==> src/rtl/muldiv_unit.sv <==
// Iterative unsigned multiply/divide unit with HI/LO registers.
// One shift-add or restoring-divide step per cycle, WIDTH cycles per op.
module muldiv_unit #(
    parameter int WIDTH = 32
) (
    input  logic             i_clk,
    input  logic             i_rst,
    input  logic             i_en,
    input  logic [2:0]       i_alu_op,
    input  logic [5:0]       i_func,
    input  logic [WIDTH-1:0] i_a,
    input  logic [WIDTH-1:0] i_b,
    output logic             o_busy,
    output logic             o_stall,
    output logic             o_done,
    output logic [WIDTH-1:0] o_hi,
    output logic [WIDTH-1:0] o_lo,
    output logic [WIDTH-1:0] o_result
);
    localparam logic [5:0] F_MULTU = 6'b011001;
    localparam logic [5:0] F_DIVU  = 6'b011011;
    localparam logic [5:0] F_MFHI  = 6'b010000;
    localparam logic [5:0] F_MTHI  = 6'b010001;
    localparam logic [5:0] F_MFLO  = 6'b010010;
    localparam logic [5:0] F_MTLO  = 6'b010011;
    localparam int CW = $clog2(WIDTH);

    typedef enum logic [1:0] {S_IDLE, S_RUN, S_DONE} state_t;

    state_t           r_state;
    logic [CW-1:0]    r_cnt;
    logic             r_div;
    logic             r_busy;
    logic             r_done;
    logic [WIDTH-1:0] r_acc;
    logic [WIDTH-1:0] r_q;
    logic [WIDTH-1:0] r_d;
    logic [WIDTH-1:0] r_hi;
    logic [WIDTH-1:0] r_lo;

    logic w_rtype, w_mult, w_divu, w_mfhi, w_mflo, w_mthi, w_mtlo;
    logic w_issued, w_open;

    assign w_rtype  = i_en && (i_alu_op == 3'b010);
    assign w_mult   = w_rtype && (i_func == F_MULTU);
    assign w_divu   = w_rtype && (i_func == F_DIVU);
    assign w_mfhi   = w_rtype && (i_func == F_MFHI);
    assign w_mflo   = w_rtype && (i_func == F_MFLO);
    assign w_mthi   = w_rtype && (i_func == F_MTHI);
    assign w_mtlo   = w_rtype && (i_func == F_MTLO);
    assign w_issued = w_mult | w_divu | w_mfhi | w_mflo | w_mthi | w_mtlo;
    assign w_open   = (r_state != S_RUN);

    assign o_stall = !i_rst && w_issued && !w_open;
    assign o_busy  = r_busy;
    assign o_done  = r_done;
    assign o_hi    = r_hi;
    assign o_lo    = r_lo;

    always_comb begin
        o_result = '0;
        if (!i_rst && w_open) begin
            if (w_mfhi)
                o_result = r_hi;
            else if (w_mflo)
                o_result = r_lo;
        end
    end

    // r_acc: running high half (mul) or partial remainder (div);
    // r_q: multiplier shifting out (mul) or dividend/quotient (div).
    logic [WIDTH:0]   w_sum;
    logic [WIDTH:0]   w_shl;
    logic [WIDTH-1:0] w_diff;
    logic             w_ge;
    logic [WIDTH-1:0] w_acc_nx;
    logic [WIDTH-1:0] w_q_nx;

    assign w_sum  = {1'b0, r_acc} + (r_q[0] ? {1'b0, r_d} : {(WIDTH+1){1'b0}});
    assign w_shl  = {r_acc, r_q[WIDTH-1]};
    assign w_ge   = (w_shl >= {1'b0, r_d});
    assign w_diff = w_shl[WIDTH-1:0] - r_d;

    always_comb begin
        w_acc_nx = w_sum[WIDTH:1];
        w_q_nx   = {w_sum[0], r_q[WIDTH-1:1]};
        if (r_div) begin
            w_acc_nx = w_ge ? w_diff : w_shl[WIDTH-1:0];
            w_q_nx   = {r_q[WIDTH-2:0], w_ge};
        end
    end

    always_ff @(posedge i_clk) begin
        if (i_rst) begin
            r_state <= S_IDLE;
            r_cnt   <= '0;
            r_div   <= 1'b0;
            r_busy  <= 1'b0;
            r_done  <= 1'b0;
            r_acc   <= '0;
            r_q     <= '0;
            r_d     <= '0;
            r_hi    <= '0;
            r_lo    <= '0;
        end else begin
            r_done <= 1'b0;
            unique case (r_state)
                S_IDLE, S_DONE: begin
                    r_state <= S_IDLE;
                    r_busy  <= 1'b0;
                    if (w_mult || w_divu) begin
                        r_state <= S_RUN;
                        r_busy  <= 1'b1;
                        r_cnt   <= '0;
                        r_div   <= w_divu;
                        r_acc   <= '0;
                        r_q     <= w_divu ? i_a : i_b;
                        r_d     <= w_divu ? i_b : i_a;
                    end else if (w_mthi) begin
                        r_hi <= i_a;
                    end else if (w_mtlo) begin
                        r_lo <= i_a;
                    end
                end
                S_RUN: begin
                    r_acc <= w_acc_nx;
                    r_q   <= w_q_nx;
                    r_cnt <= r_cnt + 1'b1;
                    if (r_cnt == CW'(WIDTH - 1)) begin
                        r_state <= S_DONE;
                        r_busy  <= 1'b0;
                        r_done  <= 1'b1;
                        r_hi    <= w_acc_nx;
                        r_lo    <= w_q_nx;
                    end
                end
                default: begin
                    r_state <= S_IDLE;
                    r_busy  <= 1'b0;
                end
            endcase
        end
    end
endmodule

==> config.mk <==
export PLATFORM = sky130hd
export DESIGN_NAME = muldiv_unit
export DESIGN_NICKNAME = d
export VERILOG_FILES = /design/src/rtl/muldiv_unit.sv
export SDC_FILE = /design/constraint.sdc
export NUM_CORES = 1
export LEC_CHECK = 0
export ABC_AREA = 1
export ABC_CLOCK_PERIOD_IN_PS = 2950
export BUFFER_PORTS_ARGS = -buffer_cell sky130_fd_sc_hd__buf_2
export CAP_MARGIN = 10
export CORE_MARGIN = 5
export CORE_UTILIZATION = 50
export DETAILED_ROUTE_END_ITERATION = 7
export PLACE_DENSITY = 0.76
export SETUP_SLACK_MARGIN = 0.05
export SYNTH_ARGS = -nofsm -noshare
export SYNTH_HDL_FRONTEND = slang
export SYNTH_SLANG_ARGS = --single-unit
==> constraint.sdc <==
create_clock -name i_clk -period 2.95 [get_ports i_clk]
set_clock_uncertainty 0.15 [all_clocks]
set_input_delay 0 -clock i_clk [delete_from_list [all_inputs] [get_ports i_clk]]
set_output_delay 0 -clock i_clk [all_outputs]
set_load 0.05 [all_outputs]
==> parameters.txt <==
Parameter                              Value

Worst setup path
  Cell depth of the worst flop-to-flop path    15
  Crit path arrival time    3.06 ns
  CP max-delay cell    sky130_fd_sc_hd__ha_2
  Library cell appearing most often on the critical path    sky130_fd_sc_hd__nand2_1
  Cell Chain, Critical Path    inv_1 -> ha_2 -> nand2_1 -> nor2_1 -> nand2_1 -> nor3_1 -> nand2_2 -> nand2_8 -> buf_6 -> nand2_4 -> nand2_1 -> nand2_1 -> nand2_1 -> nand2_1 -> a21oi_1
  Startpoint class of the critical path    flip-flop
  Crit path capture type    flip-flop
  Worst Setup Path Type    flip-flop to flip-flop
  CP Max Fanout    8
  CP required    3.18 ns
  Longest individual stage delay on the worst path    0.41 ns

Yosys
  Number of register bits inferred by synthesis    between 150 and 200
  Netlist area before placement    between 10000 and 15000 um2
  Ys flop type    sky130_fd_sc_hd__dfxtp_1
  Synth Net Count    about 2500
  Area share of the largest cell type after synthesis    24.9%
  Main area contributors after synthesis    sky130_fd_sc_hd__dfxtp_1, sky130_fd_sc_hd__nand2_1, sky130_fd_sc_hd__inv_1
  Library cell occupying the most area in the post-synthesis netlist    sky130_fd_sc_hd__dfxtp_1
  Synth async-reset ratio    0%
  Mean cell area of the mapped netlist    ~6 um2
  Mux cell area share after synthesis    0%
  Area share of fa/ha/maj cells after synthesis    6.33%
  Simple-gate portion of the synthesized area    between 20% and 30%
  XOR/XNOR Fraction of Synth Area    less than 1%
  Combinational family with the most area after synthesis    simple AND/OR/NAND/NOR gates
  Post-synth EDFFs    0
  Fraction of the mapped netlist area in compound gates    25.0%
  Sequential-to-total area share from yosys stat    between 20% and 30%
  Syn. warnings    0
  Number of distinct library cell variants in the gate-level netlist after synthesis    43
  Synth Instances    roughly 2300

Power and ir drop
  Worst ir drop on vdd    0.340 mV
  Leakage power    approximately 8.5 nW
  Pwr Total    0.00518 W
  Areal power density over the cells    around 300 nW/um2

Cells and area
  Commonest non-fill, non-tap cells in the layout    sky130_fd_sc_hd__nand2_1, sky130_fd_sc_hd__inv_1, sky130_fd_sc_hd__a21oi_1, sky130_fd_sc_hd__o21ai_0, sky130_fd_sc_hd__buf_2
  Synth-to-layout area growth    25.3%
  Fraction of layout instances using a drive strength above 1    between 10 and 15%
  Number of antenna diodes    0
  Final net count    approximately 2700
  Leading cell type in the layout, fill and taps excluded    sky130_fd_sc_hd__nand2_1

CTS
  Clock tree from TritonCTS    built
  CTS Root Cell    sky130_fd_sc_hd__clkbuf_16
  Worst skew pair latency    approximately 0.45 ns
  Deepest clock path buffer count    2
  Clock-pin slew of the registers on the worst-case setup and hold paths    0.07 ns
  Clk sinks    between 150 and 200
  Number of buffers inserted during clock tree synthesis    17
  H-tree lvl count    4

Min path
  Hold path cells    5
  Classification of the worst-slack hold path    input pin to flip-flop

Global route
  First-pass GRT wire length    around 91 mm
  Maximum number of pins on one net before global-route repair    about 120
  Initial antenna violation count    0
  Global Route Usage Sum    between 30% and 40%
  Residual overflow from global routing    0
  Via count of the first global-routing pass    16300

Floorplanning
  Area enclosed by the die boundary    approximately 30000 um2
  Count of boundary I/O pins    around 180
  Horiz. Die Dim    between 150 and 200 um
  Initial Utilization    about 51%
  Chip Height    ~180 um
  Core area    around 27000 um2
  Row count    60

Detailed routing
  Routed WL    about 60 mm
  Number of vias per cell    a little under 6
  Number of detailed-routing iterations run before antenna repair    6
  # DRC    0
  Detailed-route via count    ~17000
  Antenna Violating Nets Remaining    0
  Violation count after the first detailed-routing iteration    2046
  Average detailed-routed wire length per instance    roughly 21 um

STA
  Final-report max-slew violation count    0
  Fin crit period    roughly 2.8 ns
  Total setup violations reported at the end of the flow    0
  Fmax    approximately 350 MHz
  Max-Slew Margin vs Limit    38.2%
  Post-route fraction of the period consumed by the critical path    about 96%
  Aggregate negative setup slack    0 ns
  Endpoints failing hold    0
  Worst path setup slack after routing    0.117 ns
  Unrepaired setup endpoints after global routing    yes
  Slew at the pin closest to its max-slew limit    0.928 ns

Placement
  Buffers added on ports    approximately 170
  Worst setup slack after placement    -0.0274 ns
  Final estimated routing congestion in global placement    between 1 and 1.5
  HPWL after detailed placement    between 40 and 50 mm

Job
  Number of violations of the max-capacitance limit    0

Outcome
  Status    completed
==> layout make-up <==
| cell class | instances | area, um2 |
|---|---|---|
| Clock buffer | 19 | 443 |
| Clock inverter | 13 | 180 |
| Fill cell | 2547 | 9810 |
| Inverter | 412 | 1550 |
| Multi-Input combinational cell | 1631 | 8550 |
| Sequential cell | 170 | 3410 |
| Tap cell | 341 | 427 |
| Timing Repair Buffer | 357 | 2580 |
==> power by group <==
| group | switching (W) | leakage [nW] | internal, W |
|---|---|---|---|
| combinational | 0.000258 | 6.86 | 0.000168 |
| clock | 0.00106 | 0.305 | 0.00138 |
| sequential | 0.00000555 | 1.37 | 0.00230 |
| total | 0.00132 | 8.54 | 0.00385 |
==> critical path, delay by kind of cell, from the launching register on <==
family	cells	cell delay, ns
DFF	1	0.37
adders and majority gates	1	0.41
buffers and inverters	2	0.25
and+or+nand+nor	11	1.42
AOI/OAI and AO/OA	1	0.16
==> repair_timing <==
action	CTS	global route
pin swaps	0	5
endpoints found under the hold margin	134	0
hold buffers	89	0
gates cloned	0	0
setup buffers	0	4
gates resized for setup	4	67
setup endpoints to repair	27	65
==> layer usage <==
layer | routed length (um) | track usage [%]
met5 | 0 | 0
met4 | 3510 | 19.2
met3 | 5390 | 7.60
met2 | 26800 | 60.0
met1 | 24700 | 48.1
==> sequential cells by signal, indices dropped and copies added, names as in the netlist <==
name / flops
r_state: 2
o_done: 1
o_hi: 32
r_cnt: 5
r_d: 32
r_acc: 32
o_busy: 1
o_lo: 32
r_q: 32
r_div: 1
==> metrics by stage <==
step	instances	util (%)	hold slack, ns	instance area (um2)
after global placement	2818	56.9	0.122	15300
after global routing	2943	63.6	0.0284	17100
after floorplan	2318	-	-0.00333	13700
after CTS	2939	62.6	0.000216	16900
after detailed placement	2818	56.9	0.131	15300
final	2943	63.6	0.00908	17100
==> cells by family after synthesis <==
| family | after synthesis |
|---|---|
| simple gates | 931 |
| compound gates | 621 |
| buf+inv | 517 |
| flops | 170 |
| fa+ha+maj | 68 |
| xor+xnor | 11 |
==> cell usage after synthesis (2+ instances only) <==
master / count
sky130_fd_sc_hd__nand2_1: 565
sky130_fd_sc_hd__inv_1: 407
sky130_fd_sc_hd__a21oi_1: 264
sky130_fd_sc_hd__o21ai_0: 181
sky130_fd_sc_hd__dfxtp_1: 170
sky130_fd_sc_hd__nor2_1: 149
sky130_fd_sc_hd__nand3_1: 136
sky130_fd_sc_hd__clkbuf_1: 82
sky130_fd_sc_hd__ha_1: 66
sky130_fd_sc_hd__a31oi_1: 57
sky130_fd_sc_hd__o22ai_1: 39
sky130_fd_sc_hd__nand4_1: 25
sky130_fd_sc_hd__o211ai_1: 25
sky130_fd_sc_hd__o31ai_1: 23
sky130_fd_sc_hd__nor3_1: 17
sky130_fd_sc_hd__buf_2: 13
sky130_fd_sc_hd__xor2_1: 11
sky130_fd_sc_hd__o21ai_1: 10
sky130_fd_sc_hd__nand3b_1: 7
sky130_fd_sc_hd__and2_1: 6
sky130_fd_sc_hd__nand2_2: 6
sky130_fd_sc_hd__nor2_2: 6
sky130_fd_sc_hd__a21o_1: 5
sky130_fd_sc_hd__a311oi_1: 5
sky130_fd_sc_hd__buf_1: 5
sky130_fd_sc_hd__o21bai_1: 5
sky130_fd_sc_hd__or2_2: 5
sky130_fd_sc_hd__a21oi_2: 4
sky130_fd_sc_hd__buf_6: 4
sky130_fd_sc_hd__inv_2: 3
sky130_fd_sc_hd__nor2_4: 3
sky130_fd_sc_hd__fa_1: 2
sky130_fd_sc_hd__o21a_1: 2
==> final timing paths <==
kind | end | startpoint | slack (ns)
max | r_acc[21] | r_d[17] | 0.12
min | o_lo[25] | i_func[2] | 0.009
max reg2reg | r_acc[21] | r_d[17] | 0.12
min reg2reg | r_cnt[3] | r_cnt[3] | 0.32
No activity file was read; power rests on OpenSTA's default activity.
